[config.mk]
export PLATFORM = sky130hd
export DESIGN_NAME = sram_uart_fifo
export DESIGN_NICKNAME = d
export VERILOG_FILES = /design/src/rtl/sram_uart_fifo.sv
export SDC_FILE = /design/constraint.sdc
export NUM_CORES = 1
export LEC_CHECK = 0
export CAP_MARGIN = 20
export CORE_UTILIZATION = 53
export CTS_CLUSTER_SIZE = 40
export DETAILED_ROUTE_END_ITERATION = 16
export PLACE_DENSITY = 0.86
export SLEW_MARGIN = 20
export SYNTH_ARGS = -nofsm -noshare
export SYNTH_HDL_FRONTEND = slang
export SYNTH_SLANG_ARGS = --single-unit
[constraint.sdc]
create_clock -name clka -period 3.1 [get_ports clka]
set_input_delay 0.465 -clock clka [delete_from_list [all_inputs] [get_ports clka]]
set_output_delay 0.465 -clock clka [all_outputs]
set_load 0.01 [all_outputs]
[src/rtl/sram_uart_fifo.sv]
// Byte-lane memory-mapped UART front end with TX/RX FIFOs behind one 8-byte register word.
// Define UART_SIM_PRINT_EN to echo every accepted TX byte to the simulator console.
module sram_uart_fifo #(
  parameter logic [63:0] BASE_ADDR = 64'h0000_0000_6000_0000,
  parameter int          TX_DEPTH  = 16,
  parameter int          RX_DEPTH  = 16
) (
  input  logic        clka,
  input  logic        rstn,
  input  logic [63:0] addra,
  input  logic [63:0] dina,
  output logic [63:0] douta,
  input  logic        ena,
  input  logic [7:0]  wea,
  output logic [7:0]  tx_data,
  output logic        tx_valid,
  input  logic        tx_ready,
  input  logic [7:0]  rx_data,
  input  logic        rx_ready,
  output logic        irq
);

  localparam int TAW = $clog2(TX_DEPTH);
  localparam int TCW = TAW + 1;
  localparam int RAW = $clog2(RX_DEPTH);
  localparam int RCW = RAW + 1;

  logic [7:0]     tx_mem_q [TX_DEPTH];
  logic [7:0]     rx_mem_q [RX_DEPTH];
  logic [TAW-1:0] tx_wr_ptr_q, tx_wr_ptr_d, tx_rd_ptr_q, tx_rd_ptr_d;
  logic [RAW-1:0] rx_wr_ptr_q, rx_wr_ptr_d, rx_rd_ptr_q, rx_rd_ptr_d;
  logic [TCW-1:0] tx_cnt_q, tx_cnt_d;
  logic [RCW-1:0] rx_cnt_q, rx_cnt_d;
  logic           ier_q, ier_d;
  logic           oe_q, oe_d;
  logic [63:0]    douta_q, douta_d;

  logic       hit_s, rd_s, tx_wr_s, ier_wr_s;
  logic       tx_full_s, tx_empty_s, rx_full_s, rx_empty_s;
  logic       tx_push_s, tx_pop_s, rx_push_s, rx_pop_s, rx_ovf_s;
  logic [7:0] lsr_s, rbr_s;
  logic       unused_s;

  assign hit_s    = ena & ({addra[63:3], 3'b000} == BASE_ADDR);
  assign rd_s     = hit_s & (wea == 8'h00);
  assign tx_wr_s  = hit_s & wea[0];
  assign ier_wr_s = hit_s & wea[1];

  assign tx_full_s  = (tx_cnt_q == TCW'(TX_DEPTH));
  assign tx_empty_s = (tx_cnt_q == {TCW{1'b0}});
  assign rx_full_s  = (rx_cnt_q == RCW'(RX_DEPTH));
  assign rx_empty_s = (rx_cnt_q == {RCW{1'b0}});

  // A push into a full FIFO is only legal when the head leaves on the same edge.
  assign tx_pop_s  = ~tx_empty_s & tx_ready;
  assign tx_push_s = tx_wr_s & (~tx_full_s | tx_pop_s);
  assign rx_pop_s  = rd_s & (addra[2:0] == 3'd0) & ~rx_empty_s;
  assign rx_push_s = rx_ready & (~rx_full_s | rx_pop_s);
  assign rx_ovf_s  = rx_ready & rx_full_s & ~rx_pop_s;

  assign rbr_s = rx_empty_s ? 8'h00 : rx_mem_q[rx_rd_ptr_q];
  assign lsr_s = {1'b0, tx_empty_s, ~tx_full_s, 3'b000, oe_q, ~rx_empty_s};

  assign tx_valid = ~tx_empty_s;
  assign tx_data  = tx_empty_s ? 8'h00 : tx_mem_q[tx_rd_ptr_q];
  assign irq      = ier_q & ~rx_empty_s;
  assign douta    = douta_q;
  assign unused_s = ^{dina[63:16], dina[15:9], wea[7:2]};

  // Next-state logic for pointers, counts, control bits and read data.
  always_comb begin
    tx_wr_ptr_d = tx_push_s ? tx_wr_ptr_q + TAW'(1) : tx_wr_ptr_q;
    tx_rd_ptr_d = tx_pop_s  ? tx_rd_ptr_q + TAW'(1) : tx_rd_ptr_q;
    rx_wr_ptr_d = rx_push_s ? rx_wr_ptr_q + RAW'(1) : rx_wr_ptr_q;
    rx_rd_ptr_d = rx_pop_s  ? rx_rd_ptr_q + RAW'(1) : rx_rd_ptr_q;
    case ({tx_push_s, tx_pop_s})
      2'b10:   tx_cnt_d = tx_cnt_q + TCW'(1);
      2'b01:   tx_cnt_d = tx_cnt_q - TCW'(1);
      default: tx_cnt_d = tx_cnt_q;
    endcase
    case ({rx_push_s, rx_pop_s})
      2'b10:   rx_cnt_d = rx_cnt_q + RCW'(1);
      2'b01:   rx_cnt_d = rx_cnt_q - RCW'(1);
      default: rx_cnt_d = rx_cnt_q;
    endcase
    // A fresh overrun wins over the clear-on-read of the status byte.
    if (rx_ovf_s) begin
      oe_d = 1'b1;
    end else if (rd_s && (addra[2:0] == 3'd5)) begin
      oe_d = 1'b0;
    end else begin
      oe_d = oe_q;
    end
    if (ier_wr_s) begin
      ier_d = dina[8];
    end else begin
      ier_d = ier_q;
    end
    if (rd_s) begin
      douta_d = {16'h0000, lsr_s, 24'h00_0000, 7'h00, ier_q, rbr_s};
    end else begin
      douta_d = douta_q;
    end
  end

  // Control state register.
  always_ff @(posedge clka or negedge rstn) begin
    if (!rstn) begin
      tx_wr_ptr_q <= {TAW{1'b0}};
      tx_rd_ptr_q <= {TAW{1'b0}};
      rx_wr_ptr_q <= {RAW{1'b0}};
      rx_rd_ptr_q <= {RAW{1'b0}};
      tx_cnt_q    <= {TCW{1'b0}};
      rx_cnt_q    <= {RCW{1'b0}};
      ier_q       <= 1'b0;
      oe_q        <= 1'b0;
      douta_q     <= 64'h0;
    end else begin
      tx_wr_ptr_q <= tx_wr_ptr_d;
      tx_rd_ptr_q <= tx_rd_ptr_d;
      rx_wr_ptr_q <= rx_wr_ptr_d;
      rx_rd_ptr_q <= rx_rd_ptr_d;
      tx_cnt_q    <= tx_cnt_d;
      rx_cnt_q    <= rx_cnt_d;
      ier_q       <= ier_d;
      oe_q        <= oe_d;
      douta_q     <= douta_d;
    end
  end

  // FIFO storage; contents are only meaningful between the pointers, so no reset.
  always_ff @(posedge clka) begin
    if (tx_push_s) begin
      tx_mem_q[tx_wr_ptr_q] <= dina[7:0];
    end
    if (rx_push_s) begin
      rx_mem_q[rx_wr_ptr_q] <= rx_data;
    end
  end

`ifdef UART_SIM_PRINT_EN
  // Console echo of accepted TX bytes.
  always_ff @(posedge clka) begin
    if (rstn && tx_push_s) begin
      $write("%c", dina[7:0]);
    end
  end
`else
`endif

endmodule
# --- Word-level counts from Yosys, hierarchy flattened ---
# Memories as Yosys holds them, arrays and structs flattened.
# Cells that the tools add are included.
word_totals:
  reg_bits: 41
  latch_bits: 0
  ramBits: 256
  romBits: 0
  input_bits: 149
  output_inout_bits: 74
  word_cells: 64
  mem_count: 2
classes:
  add_sub_neg: 8
  mul: 0
  div_mod_pow: 0
  n_lt_le_gt_ge: 0
  eq_ne: 8
  shifts: 0
  muxes: 10
  n_bitwise: 19
  reduce_logical: 8
mem_list:
  columns: ["memory", "words", "width", "rd", "rd_ports_with_merged_regs", "write_ports", "line_no", "source"]
  rows:
  - ["rx_mem_q", 16, 8, 1, 0, 1, "29", "logic [7:0] rx_mem_q [RX_DEPTH];"]
  - ["tx_mem_q", 16, 8, 1, 0, 1, "28", "logic [7:0] tx_mem_q [TX_DEPTH];"]
op_table:
  columns: ["op", "n"]
  rows:
  - ["equality test 61 x 28 -> 1 bit (second input constant)", 1]
  - ["one-hot mux 5 bit (2 select lines)", 2]
  - ["adder 4 x 1 -> 4 bit (second input constant)", 4]
  - ["two-way mux 8 bit", 2]
  - ["bitwise AND 1 bit", 12]
  - ["adder 5 x 1 -> 5 bit (second input constant)", 2]
  - ["equality test 5 bit (second input constant)", 2]
  - ["logical NOT 5 bit", 2]
  - ["subtractor 5 x 1 -> 5 bit (second input constant)", 2]
  - ["logical NOT 8 bit", 1]
  - ["two-way mux 1 bit", 6]
  - ["nonzero test 2 bit", 3]
  - ["NOT 1 bit", 5]
  - ["equality test 2 x 1 -> 1 bit (second input constant)", 2]
  - ["equality test 2 bit (second input constant)", 2]
  - ["equality test 3 bit (second input constant)", 1]
  - ["logical NOT 3 bit", 1]
  - ["bitwise OR 1 bit", 2]
  - ["logical AND 1 bit", 1]

# --- Logic depth before layout (Yosys ltp) ---
depth:
  depth_word: 9
  mapped_depth: 14
  mapped_depth_nobuf: 13

# --- Worst setup path before layout ---
# No wires, ideal clock.
synth_path:
  path_type: "input to register"
  from: "input port addra[10]"
  to: "register rx_cnt_q[4]"
  setup_ns: 0.084
  arrival_time_ns: 2.809
  required_time_ns: 3.016
  slack_ns: 0.207
  cell_stages: 14
  n_path_buf: 1
  path_cell_list: "nor4b_1 -> nand4_1 -> nor3_2 -> and3_1 -> buf_2 -> nand2_1 -> inv_1 -> ha_1 -> nor2b_1 -> o21ai_0 -> nand2b_1 -> and4_1 -> mux2i_1 -> a21boi_0"
synth_between:
  elab_chain_len: 9
  word_cells_on_any_way: 11
  cone_classes: "eq/ne: 3; mux: 1; bitwise: 6; reduce/logical: 1"
synth_rtl:
  columns: ["element", "line_no", "source"]
  rows:
  - ["start, declared", "10", "input logic [63:0] addra,"]
  - ["equality test 61 x 28 -> 1 bit *", "44", "assign hit_s = ena & ({addra[63:3], 3'b000} == BASE_ADDR);"]
  - ["bitwise AND 1 bit *", "44", null]
  - ["bitwise AND 1 bit *", "45", "assign rd_s = hit_s & (wea == 8'h00);"]
  - ["bitwise AND 1 bit * (2 in a row)", "57", "assign rx_pop_s = rd_s & (addra[2:0] == 3'd0) & ~rx_empty_s;"]
  - ["bitwise OR 1 bit", "58", "assign rx_push_s = rx_ready & (~rx_full_s | rx_pop_s);"]
  - ["bitwise AND 1 bit", "58", null]
  - ["equality test 2 x 1 -> 1 bit or equality test 2 bit (tied branches)", "81", "case ({rx_push_s, rx_pop_s})"]
  - ["one-hot mux 5 bit (2 select lines) or nonzero test 2 bit (tied branches)", null, null]
  - ["end signal, assigned", "114", "rx_cnt_q <= {RCW{1'b0}};"]
  - ["end signal, assigned", "124", "rx_cnt_q <= rx_cnt_d;"]
  - ["end, declared", "33", "logic [RCW-1:0] rx_cnt_q, rx_cnt_d;"]
# Mark *: on every way between the ends. The rest lies on a longest branch, timed or not.
# A chain may end at the register's enable or synchronous reset.

# --- Final worst setup path ---
layout_path:
  from: "register tx_rd_ptr_q[0]"
  to: "output port tx_data[6]"
layout_between:
  elab_chain_len: 2
layout_rtl:
  columns: ["element", "line_no", "source"]
  rows:
  - ["start, declared", "30", "logic [TAW-1:0] tx_wr_ptr_q, tx_wr_ptr_d, tx_rd_ptr_q, tx_rd_ptr_d;"]
  - ["start signal, assigned", "110", "tx_rd_ptr_q <= {TAW{1'b0}};"]
  - ["start signal, assigned", "120", "tx_rd_ptr_q <= tx_rd_ptr_d;"]
  - ["memory read (16 x 8 bit)", null, null]
  - ["two-way mux 8 bit", "65", "assign tx_data = tx_empty_s ? 8'h00 : tx_mem_q[tx_rd_ptr_q];"]
  - ["end, declared", "15", "output logic [7:0] tx_data,"]
# No other way between the ends.

==> impl_metrics.tcl <==
set metrics [dict create \
    outcome "finished, final reports clean" \
    finalNonFillerCells 1235 \
    ir_drop_mv 0.424 \
    h-tree-depth 1 \
    dp_slack_ns -0.337 \
    dp_cells 1173 \
    cts_tree "done" \
    die_y_um 156 \
    max_freq_ghz 0.326 \
    antenna_found_initial 0 \
    worstSetupPathType "reg2out" \
    synth_top_area_share_pct 61.1 \
    power.density_mw_per_mm2 555 \
    clkPwrFrac_pct 36.9 \
    synth-simple-area-share_pct 6.05 \
    fin_crit_ns 3.07 \
    fin_crit_sh_pct 99.0 \
    synth_top_family_by_area "multiplexers" \
    hpwl_um 18200 \
    yosys.area_share.adder_pct 1.91 \
    p_comb_share_pct 8.7 \
    io_buffers 116 \
    initial_core_util_pct 53.7 \
    grt_use_total_pct 22.6 \
    grt_pass1_wl_um 41000 \
    leakagePower_nw 5.54 \
    clk_latency_ns 0.54 \
    seqPwrFrac_pct 54.5 \
    arrival_ns 2.61 \
    synth_seq_area_share_pct 69.3 \
    max_cap_violations 0 \
    wl_met3_um 1390 \
    p_sw_share_pct 22.1 \
    via_per_inst 5.55 \
    finalSetupViolations 0 \
    ant_nets 0 \
    drc 0 \
    clock_sinks 297 \
    cts_buffer_depth 3 \
    crit_fanout 8 \
    routed-via-count 6852 \
    avgRoutedWirePerCell_um 21.5 \
    finalWorstSetupSlack_ns 0.0298 \
    ios 223 \
    drtIter0Drc 480 \
    synthesis.area_mm2 0.0126 \
    r2r-start "rx_cnt_q[1]$_DFFE_PN0P_" \
    rows 56 \
    antenna_cells 0 \
    firstDrtPassIters 5 \
    die_area_mm2 0.0244 \
    grt_pass1_vias 7367 \
    intPower_w 0.00671 \
    hold_viol_final 0 \
    fillCellCount 1548 \
    maxSlewHeadroom_pct 55.5 \
    timing.hold.ws_ns 0.475 \
    yosysWarnings 0 \
    worstPathRequired_ns 2.63 \
    grt_max_degree 42 \
    final_core_util_pct 66.3 \
    syn_inst 693 \
    clkTransAtPathRegs_ns 0.06 \
    coreArea_mm2 0.0234 \
    wl_met1_um 9990 \
    die_w_um 156 \
    synth_top_area_cell "edfxtp_1" \
    finalWirelength_um 26500 \
    cts_buffers 29 \
    rsz0062_at_grt "yes" \
    drive_above_1_share_pct 25.5 \
    netSwitchingPower_w 0.00191 \
    r2r_cells 13 \
    synth-seq-cells 297 \
    layout.nets 1064 \
    synthMuxAreaShare_pct 15.2 \
    finalSetupTns_ns 0 \
    start_kind "flip-flop" \
    area_growth_syn_to_layout_pct 23.4 \
    clock-root-buffer "clkbuf_16" \
    tightest_slew_ns 0.667 \
    synth-compound-area-share_pct 1.67 \
    synth.avg_cell_area_um2 18.1 \
    worstSetupStartpoint "tx_rd_ptr_q[0]$_DFFE_PN0P_" \
    synthTopCellsByArea "edfxtp_1 (61%), mux4_2 (14%), dfrtp_1 (8.2%)" \
    end_kind "output port" \
    wl_met2_um 14400 \
    gp_congestion 0.814 \
    hold_class "in2async" \
    clock_skew_ns 0.00908 \
    top_layer "met4" \
    synth_xor_area_share_pct 1.32 \
    grt_overflow_total 0 \
    drv_slew 0 \
    synthDistinctLibCells 47 \
]
==> cell usage after synthesis (all sizes together) <==
master,instances
buf,63
ha,16
a21boi,1
mux2,9
a21o,4
nand3,6
clkbuf,16
and2,11
xnor2,16
edfxtp,256
and4bb,1
or4,2
nand2b,2
nor3b,4
mux2i,1
a22o,3
dfrtp,41
and3,16
nor3,5
conb,1
nand2,32
nor4,19
xor2,3
mux4,80
nor4b,1
a41oi,1
o21ai,14
nand4,9
a21oi,7
or2,1
o31ai,2
fa,2
nor2,24
inv,18
nor2b,4
a311o,1
and4,1
==> worst paths after layout <==
kind	to	slack, ns
hold reg to reg	douta[40]$_DFFE_PN0P_	0.49
setup reg to reg	rx_cnt_q[4]$_DFFE_PN0P_	0.22
setup / recovery	tx_data[6]	0.03
min in group clka	douta[40]$_DFFE_PN0P_	0.49
max in group asynchronous	rx_rd_ptr_q[0]$_DFFE_PN0N_	2.18
hold / removal	douta[40]$_DFFE_PN0P_	0.47
==> per-stage QoR <==
stage	total power, W	area, µm²
floorplan	0.00517	12800
global placement	0.00546	14500
CTS	0.00867	15500
detailed placement	0.00551	14500
global route	0.00892	15500
finish	0.00862	15500
==> registers in the layout, summed over array words and instances (netlist names) <==
name	count
rx_mem_q	128
tx_mem_q	128
douta	13
rx_cnt_q	5
tx_cnt_q	5
rx_rd_ptr_q	4
rx_wr_ptr_q	4
tx_rd_ptr_q	4
tx_wr_ptr_q	4
ier_q	1
oe_q	1
==> repair_timing <==
item,in CTS,in global routing
hold buffers,0,1
gates resized for setup,33,11
pin swaps,1,1
setup buffers,10,0
cloned,1,0
hold endpoints to repair,0,41
endpoints found under the setup margin,8,7
==> area by class of cell <==
class                   instances  area, µm²  area share [%]
flip-flops and latches        297       8720            56.2
multi-input cells             349       3500            22.5
repair buffers                202       1980            12.8
clock buffers                  35        748            4.82
well taps                     319        399            2.57
clock inverters                15        103           0.661
inverters                      18       67.6           0.435
==> power by group through the flow <==
stage | Clock, W | Combinational, W | Sequential, W
6_report | 0.00318 | 0.000746 | 0.00469
5_1_grt | 0.00338 | 0.000827 | 0.00471
4_1_cts | 0.00323 | 0.000743 | 0.00469
3_5_place_dp | 0 | 0.000737 | 0.00477
3_3_place_gp | 0 | 0.000707 | 0.00475
2_1_floorplan | 0 | 0.000445 | 0.00472
==> kinds of logic (layout without fill, tap and decap cells) <==
family	count (synthesis)	count (layout)
buffers and inverters	97	270
multiplexers	90	90
AO/OA/AOI/OAI	33	33
adder cells (fa/ha/maj)	18	18
other	1	51
AND/OR/NAND/NOR	138	138
flip-flops	297	297
XOR/XNOR	19	19
==> worst max-delay path, cell delays in order (launching register included) <==
cell and delay (ns):
dfrtp_2 0.41, buf_12 0.13, buf_12 0.14, buf_12 0.11, mux4_2 0.51, mux4_2 0.50, and2_4 0.16, buf_6 0.11
==> layout by cell type, fill, tap and decap left out, drive strengths merged, types with 2 or more instances in the layout <==
master and count:
edfxtp 256, clkdlybuf4s50 107, buf 92, mux4 80
conb 51, dfrtp 41, clkbuf 36, nand2 32
nor2 24, nor4 19, inv 18, and3 16
xnor2 16, ha 16, o21ai 14, and2 11
clkinv 11, nand4 9, mux2 9, a21oi 7
nand3 6, nor3 5, nor2b 4, a21o 4
nor3b 4, xor2 3, a22o 3, clkinvlp 3
nand2b 2, o31ai 2, fa 2, or4 2
==> metal layers <==
layer  vias up  GRT usage [%]
met5         -              0
met4         0           7.75
met3        57           3.00
met2       264           41.3
met1      3500           27.6
li1       3031              -
Note: power is estimated with default switching activity, not from simulation.
